File: config.mk
export PLATFORM = sky130hd
export DESIGN_NAME = pipelined_adder_tree_flat
export DESIGN_NICKNAME = d
export VERILOG_FILES = /design/src/rtl/pipelined_adder_tree_if.sv /design/src/rtl/pipelined_adder_tree.sv /design/src/flat_wrapper.sv
export SDC_FILE = /design/constraint.sdc
export NUM_CORES = 1
export LEC_CHECK = 0
export CORE_MARGIN = 3
export CORE_UTILIZATION = 25
export DETAILED_ROUTE_END_ITERATION = 8
export GPL_ROUTABILITY_DRIVEN = 0
export PLACE_DENSITY_LB_ADDON = 0.12
export SYNTH_ARGS = -nofsm -noshare
export SYNTH_HDL_FRONTEND = slang
export SYNTH_SLANG_ARGS = --single-unit
export TNS_END_PERCENT = 1
File: constraint.sdc
create_clock -name clk -period 16.36 [get_ports clk]
set_input_delay 3.272 -clock clk [delete_from_list [all_inputs] [get_ports clk]]
set_output_delay 3.272 -clock clk [all_outputs]
set_load 0.01 [all_outputs]
File: src/rtl/pipelined_adder_tree_if.sv
// Handshake/data bundle for pipelined_adder_tree.
//   master: producer of operand vectors and consumer of sums (the bench/upstream)
//   slave : the adder tree itself
// Signals: in_valid/in_ready + inputs/in_mask/sat_en on the input side,
//          out_valid/out_ready + sum/sum_ovf on the output side.
interface pipelined_adder_tree_if #(
    parameter int N_INPUTS  = 9,
    parameter int IN_WIDTH  = 16,
    parameter int OUT_WIDTH = 16
);
    logic                        in_valid;
    logic                        in_ready;
    logic signed [IN_WIDTH-1:0]  inputs [N_INPUTS];
    logic [N_INPUTS-1:0]         in_mask;
    logic                        sat_en;
    logic                        out_valid;
    logic                        out_ready;
    logic signed [OUT_WIDTH-1:0] sum;
    logic                        sum_ovf;

    modport master (
        output in_valid, inputs, in_mask, sat_en, out_ready,
        input  in_ready, out_valid, sum, sum_ovf
    );

    modport slave (
        input  in_valid, inputs, in_mask, sat_en, out_ready,
        output in_ready, out_valid, sum, sum_ovf
    );
endinterface

File: src/rtl/pipelined_adder_tree.sv
// Pipelined signed reduction of N_INPUTS masked operands.
// One register bank per pairwise reduction stage; the last bank is the output
// register (sum, sum_ovf, out_valid). Latency STAGES, one vector per cycle,
// whole pipeline freezes while the output is valid but not accepted.
// Ports:
//   clk  - rising-edge clock
//   rst  - asynchronous active-high reset (clears valid bits and outputs)
//   bus  - pipelined_adder_tree_if.slave (valid/ready in, valid/ready out)

// Masks one lane and sign-extends it to the full reduction width.
module pipelined_adder_tree_lane #(
    parameter int IN_WIDTH = 16,
    parameter int SUM_W    = 20
) (
    input  logic                       en,
    input  logic signed [IN_WIDTH-1:0] d,
    output logic signed [SUM_W-1:0]    q
);
    assign q = en ? {{(SUM_W-IN_WIDTH){d[IN_WIDTH-1]}}, d} : '0;
endmodule

module pipelined_adder_tree #(
    parameter int N_INPUTS  = 9,
    parameter int IN_WIDTH  = 16,
    parameter int OUT_WIDTH = 16
) (
    input  logic                   clk,
    input  logic                   rst,
    pipelined_adder_tree_if.slave  bus
);
    localparam int STAGES = (N_INPUTS > 1) ? $clog2(N_INPUTS) : 1;
    localparam int SUM_W  = IN_WIDTH + STAGES;

    // Representable range of the result, expressed at full precision.
    localparam logic signed [SUM_W-1:0] MAXV =
        {{(SUM_W-OUT_WIDTH+1){1'b0}}, {(OUT_WIDTH-1){1'b1}}};
    localparam logic signed [SUM_W-1:0] MINV = ~MAXV;
    localparam logic signed [OUT_WIDTH-1:0] OMAX = {1'b0, {(OUT_WIDTH-1){1'b1}}};
    localparam logic signed [OUT_WIDTH-1:0] OMIN = ~OMAX;

    logic                    stall;
    logic [STAGES:0]         vld_pipe;   // [0] = accept this cycle, [STAGES] = out_valid
    logic [STAGES-1:0]       sat_pipe;   // mode travelling with each slot
    logic signed [SUM_W-1:0] ext [N_INPUTS];

    // Only registered state and out_ready feed in_ready.
    assign stall        = vld_pipe[STAGES] & ~bus.out_ready;
    assign bus.in_ready = ~stall;
    assign bus.out_valid = vld_pipe[STAGES];
    assign vld_pipe[0]  = bus.in_valid & ~stall;
    assign sat_pipe[0]  = bus.sat_en;

    for (genvar i = 0; i < N_INPUTS; i++) begin : lane
        pipelined_adder_tree_lane #(.IN_WIDTH(IN_WIDTH), .SUM_W(SUM_W)) u_lane (
            .en (bus.in_mask[i]),
            .d  (bus.inputs[i]),
            .q  (ext[i])
        );
    end

    // Stage s reduces ceil(N/2^(s-1)) elements into ceil(N/2^s). Slots past
    // the live element count are tied to zero and never read downstream.
    for (genvar s = 1; s <= STAGES; s++) begin : stg
        localparam int CIN = (N_INPUTS + (1 << (s-1)) - 1) >> (s-1);
        logic signed [SUM_W-1:0] prv [N_INPUTS];
        logic signed [SUM_W-1:0] red [N_INPUTS];
        logic signed [SUM_W-1:0] q   [N_INPUTS];

        if (s == 1) begin : g_first
            assign prv = ext;
        end else begin : g_chain
            assign prv = stg[s-1].q;
        end

        for (genvar k = 0; k < N_INPUTS; k++) begin : el
            if (2*k+1 < CIN) begin : g_add
                assign red[k] = prv[2*k] + prv[2*k+1];
            end else if (2*k < CIN) begin : g_pass
                assign red[k] = prv[2*k];
            end else begin : g_zero
                assign red[k] = '0;
            end
        end

        // The last stage's bank is the output register below.
        if (s < STAGES) begin : g_reg
            always_ff @(posedge clk) begin
                if (!stall) q <= red;
            end
        end else begin : g_out
            assign q = red;
        end
    end

    always_ff @(posedge clk or posedge rst) begin
        if (rst) vld_pipe[STAGES:1] <= '0;
        else if (!stall) vld_pipe[STAGES:1] <= vld_pipe[STAGES-1:0];
    end

    if (STAGES > 1) begin : g_sat
        always_ff @(posedge clk) begin
            if (!stall) sat_pipe[STAGES-1:1] <= sat_pipe[STAGES-2:0];
        end
    end

    logic signed [SUM_W-1:0]     full;
    logic                        ovf;
    logic signed [OUT_WIDTH-1:0] conv;

    assign full = stg[STAGES].q[0];

    always_comb begin
        ovf  = (full > MAXV) || (full < MINV);
        conv = full[OUT_WIDTH-1:0];
        if (ovf && sat_pipe[STAGES-1]) conv = full[SUM_W-1] ? OMIN : OMAX;
    end

    // Loaded only by valid slots so bubbles leave the last result in place.
    always_ff @(posedge clk or posedge rst) begin
        if (rst) begin
            bus.sum     <= '0;
            bus.sum_ovf <= 1'b0;
        end else if (!stall && vld_pipe[STAGES-1]) begin
            bus.sum     <= conv;
            bus.sum_ovf <= ovf;
        end
    end
endmodule

File: src/flat_wrapper.sv
// flat-port wrapper written by rule: the top's interface ports become plain ports
module pipelined_adder_tree_flat 
#(
    parameter int N_INPUTS  = 9,
    parameter int IN_WIDTH  = 16,
    parameter int OUT_WIDTH = 16
)
  (clk, rst, bus_in_valid, bus_inputs, bus_in_mask, bus_sat_en, bus_out_ready, bus_in_ready, bus_out_valid, bus_sum, bus_sum_ovf);
  pipelined_adder_tree_if #(.N_INPUTS(N_INPUTS), .IN_WIDTH(IN_WIDTH), .OUT_WIDTH(OUT_WIDTH)) bus_i ();
  input  logic clk;
  input  logic rst;
  input wire logic [$bits(bus_i.in_valid)-1:0] bus_in_valid;
  input wire logic [$bits(bus_i.inputs)-1:0] bus_inputs;
  input wire logic [$bits(bus_i.in_mask)-1:0] bus_in_mask;
  input wire logic [$bits(bus_i.sat_en)-1:0] bus_sat_en;
  input wire logic [$bits(bus_i.out_ready)-1:0] bus_out_ready;
  output wire logic [$bits(bus_i.in_ready)-1:0] bus_in_ready;
  output wire logic [$bits(bus_i.out_valid)-1:0] bus_out_valid;
  output wire logic [$bits(bus_i.sum)-1:0] bus_sum;
  output wire logic [$bits(bus_i.sum_ovf)-1:0] bus_sum_ovf;
  assign bus_i.in_valid = bus_in_valid;
  assign bus_i.inputs = {>>{bus_inputs}};
  assign bus_i.in_mask = bus_in_mask;
  assign bus_i.sat_en = bus_sat_en;
  assign bus_i.out_ready = bus_out_ready;
  assign bus_in_ready = bus_i.in_ready;
  assign bus_out_valid = bus_i.out_valid;
  assign bus_sum = bus_i.sum;
  assign bus_sum_ovf = bus_i.sum_ovf;
  pipelined_adder_tree #(.N_INPUTS(N_INPUTS), .IN_WIDTH(IN_WIDTH), .OUT_WIDTH(OUT_WIDTH)) u_core (.clk(clk), .rst(rst), .bus(bus_i));
endmodule
Word level (Yosys, flattened, before mapping). Index checks and enable logic that the tools add are counted.

Logic and storage cells: 42. Output and inout bits: 19. Input port bits: 158. Bits in registers: 212.

Add/sub/neg operators: 8. Reductions and logical operators: 4. Mux-type cells: 10. Bitwise gates (word level): 4. $lt $le $gt $ge: 2.

Operators by type and width (count): 2-to-1 mux 20 bit (8); adder 20 bit (7); 2-to-1 mux 16 bit (2); adder 20 x 16 -> 20 bit (1); greater-than comparator 20 x 16 -> 1 bit (second input constant) (1); < comparator 20 x 16 -> 1 bit (second input constant) (1); AND 1 bit (2); logical AND 1 bit (2); inverter 1 bit (2); logical NOT 1 bit (1); logical OR 1 bit (1).

Longest topological paths before layout.
Word-level depth: 5. Gate-level depth with buffers: 14. Gate-level depth less buffers: 14.

By module. Synthesis repeated with hierarchy kept, for this count alone.

Cell total of the unflattened synthesis: 1419. Area total of the unflattened synthesis: 15195.8 um^2.

By module, submodules not included: pipelined_adder_tree (cells an instance 1230, seq. area each 6621.4 um^2, area each 13788.2 um^2, times used 1); pipelined_adder_tree_lane (cells an instance 21, seq. area each 0.0 um^2, area each 156.4 um^2, times used 9).

Worst setup path after synthesis. Ideal clock, no wire load.

Path kind: input-to-output. From: in bus_out_ready. To: out bus_in_ready. Arrival time: 8.773 ns. Data required time: 13.088 ns. Stages: 2. Setup slack: 4.315 ns. Path buffers: 1. Cell sequence: nand2b_1 -> clkbuf_1.

Word-level cells in the longest chain between the ends: 3.

Ends and longest elaborated chain: start: declaration (line flat_wrapper.sv:16) `input wire logic [$bits(bus_i.out_ready)-1:0] bus_out_ready;`; inverter 1 bit (line pipelined_adder_tree.sv:47) `assign stall = vld_pipe[STAGES] & ~bus.out_ready;`; AND 1 bit (line pipelined_adder_tree.sv:47); inverter 1 bit (line pipelined_adder_tree.sv:48) `assign bus.in_ready = ~stall;`; end: declaration (line flat_wrapper.sv:17) `output wire logic [$bits(bus_i.in_ready)-1:0] bus_in_ready;`.

Every way passes these cells.

Worst setup path in the final report. Ends and elaborated chain as after synthesis.

==> flow_summary.ini <==
[drt]
routed_wl_um = 30800
drc = 0
drt_iter0_markers = 406
ant_nets = 0
vias = 9397
drt-wirelength-per-cell_um = 14.5
drt-pass1-iter-count = 4
viasPerCell = 4.43

[global_route]
grt.overflow.total = 0
busiest_layer = met2
grt_max_degree = 82
grt_pass1_vias = 9612
met1_usage_pct = 14.8
grt_util_met3_pct = 1.78
grt_pass1_wl_um = 50100
antenna_found_initial = 0
grt_usage_pct = 10.7
use_met2_pct = 17.6

[power_and_ir_drop]
peakVddDrop_mv = 0.0781
p_total_mw = 2.90
p_int_mw = 1.88
seqPwrFrac_pct = 34.1
power.density_nw_per_um2 = 170
p_clk_share_pct = 20.3
switching_share_pct = 35.3
power_switching_mw = 1.02
leakage_nw = 7.22
comb_power_share_pct = 45.6

[logic_synthesis]
synth_top_family_by_area = compound AO/OA/AOI/OAI gates
synth-seq-area-share_pct = 45.9
syn_inst = 1226
synthAdderAreaFrac_pct = 14.0
synth_area_per_cell_um2 = 11.1
yosys.area.top_type = edfxtp_1
synth-xor-area-share_pct = 7.07
synthSimpleGateAreaFrac_pct = 15.1
synth_fp_nets = 1532
yosysWarnings = 0
ys.flop_type = edfxtp_1
muxShareOfSynthArea_pct = 0.395
synth_area_um2 = 13600
async_flop_share_pct = 9.91
synth_cell_types = 62
ys_ff_latch = 212
synth_compound_area_share_pct = 15.5
synth_edf_count = 191
synth_area_leaders = edfxtp_1, ha_1, and2_1, xnor2_1, dfrtp_1
yosys.area.top_type_share_pct = 42.1

[clocking]
cts_setup_buffers = 0
worstSkewPairLatency_ps = 530
cts_buffer_depth = 3
clk_pin_slew_worst_paths_ps = 60
numClockSinks = 212
cts_buffers = 26
cts_resized = 0
cts_tree = yes
cts-hold-fix-buffers = 0
htreeDepth = 1
clockRootBuffer = clkbuf_16

[worst_setup_path]
startpoint = bus_out_ready
max_stage_delay_ps = 650
crit_path_end_kind = output pin
reg2regPathDepth = 12
rrSetupSlack_ps = 12630
cpMostUsedCell = clkdlybuf4s50_1
reg2reg_from = u_core.stg[3].q[160]
cp_data_arrival_time_ps = 4920
crit_fanout = 46
crit_chain = clkdlybuf4s50_1, nand2b_4, clkdlybuf4s50_1
worst_r2r_endpoint = u_core.bus.sum[10]
crit_required_ps = 13090
startpoint_type = primary input
slowest_stage = clkdlybuf4s50_1
path_class = primary input to output pin
endpoint = bus_in_ready

[placed_design]
dp_hpwl_um = 24400
io_buffers = 176
placedInstanceArea_um2 = 16200

[floorplanning]
io_pins = 177
dieArea_um2 = 57400
row_count = 84
initial_utilization_pct = 25.6
fp.dieH_um = 240
dieWidth_um = 240
core_area_um2 = 53300

[timing]
period_share_pct = 50.1
tns_ps = 0
fin_skew_ps = 12.0
tightest_slew_ps = 1050
fin_crit_ps = 8190
report.final.hold_viol_count = 0
slew-limit-headroom_pct = 29.7
timing.fmax_mhz = 122
grt_setup_unrepaired = no
drv_slew = 0
setup_viol = 0

[worst_hold_path]
worstHoldPathType = flop to flop

[finish]
area_growth_pct = 25.4
finalInstanceArea_um2 = 17100
fin_util_pct = 32.1
drive_above_1_share_pct = 5.09
diodes = 0
nets = 1721

[outcome]
status = complete, no violations

[run]
cap_violations = 0
[cell families (layout without fill, tap and decap cells)]
group / Yosys count / in the layout
compound gates: 295 / 295
xor+xnor: 110 / 110
fa+ha+maj: 148 / 148
buf+inv: 70 / 278
flops: 212 / 212
mux: 5 / 5
simple gates: 386 / 386
[flip-flops by register name, indices dropped and copies added (netlist names)]
register / cells
u_core.bus.out_valid: 1
u_core.bus.sum: 16
u_core.bus.sum_ovf: 1
u_core.sat_pipe: 3
u_core.stg.q: 188
u_core.vld_pipe: 3
[critical path: cells and delay by family]
family	cells	cell delay, ps
buf+inv	2	1110
simple gates	1	520
[power groups by stage]
stage                     clock network, mW  logic (mW)  registers (mW)
after floorplan                           0        1.00           0.992
after global placement                    0        1.34            1.00
after detailed placement                  0        1.34            1.01
after CTS                             0.612        1.35           0.997
after global routing                  0.634        1.51            1.01
final                                 0.588        1.32           0.989
[layout make-up]
class	instances	area (µm²)
sequential	212	6260
tap	688	861
fill	5414	36200
multi-input combinational	944	7100
clock buffer	34	776
timing repair buffer	178	1780
clock inverter	13	120
inverter	53	199
[cell usage after synthesis (all sizes together), types with 6 or more instances]
library cell and instances:
nand2 42, nor3 34, ha 140, fa 8, xor2 38, inv 53, a21bo 8, a21o 45
o211a 10, a211oi 20, o31ai 14, o21ai 52, a21oi 64, o221a 16, nand3 23, clkbuf 13
o21a 16, and2 140, a31oi 6, o211ai 7, xnor2 72, edfxtp 191, or3 6, and3 15
nor2 76, nor2b 14, dfrtp 21, nand2b 30
[through the flow]
stage | worst slack [ps] | hold WS (ps) | std cells
2_1_floorplan | 4320 | 400 | 1226
3_3_place_gp | 8130 | 403 | 2075
3_5_place_dp | 8130 | 405 | 2075
4_1_cts | 8110 | 412 | 2122
5_1_grt | 8070 | 421 | 2122
6_report | 8170 | 413 | 2122
[cells in the final DEF (no fill, tap or decap), types with 9 or more instances in the layout]
cell type and count:
o21ai_0 49, clkdlybuf4s50_1 176, nand2b_1 28, and2_1 140, and3_1 15, edfxtp_1 191, a211oi_1 20, o221a_1 9
nor2b_1 14, nand2_1 42, o31ai_1 14, nand3_1 23, o211a_1 10, clkbuf_16 30, xor2_1 38, a21o_1 45
inv_1 53, nor3_1 34, a21oi_1 63, dfrtp_1 21, xnor2_1 72, ha_1 140, o21a_1 16, nor2_1 76
[worst min path at each step]
stage	from	to	slack, ps	depth (start not counted)
floorplan	u_core.sat_pipe[1]	u_core.sat_pipe[2]	400	0
global route	u_core.stg[2].q[123]	u_core.stg[3].q[143]	420	0
detailed placement	u_core.stg[1].q[86]	u_core.stg[2].q[126]	400	0
global placement	u_core.stg[2].q[134]	u_core.stg[3].q[154]	400	0
finish	u_core.stg[1].q[86]	u_core.stg[2].q[126]	410	0
CTS	u_core.stg[1].q[86]	u_core.stg[2].q[126]	410	0
[routing by layer]
| metal | wire [µm] | up-vias |
|---|---|---|
| met1 | 15000 | 4319 |
| met4 | 551 | 0 |
| met2 | 14100 | 143 |
| li1 | - | 4905 |
| met3 | 1100 | 30 |
| met5 | 0 | - |
Note: power is estimated with default switching activity, not from simulation.
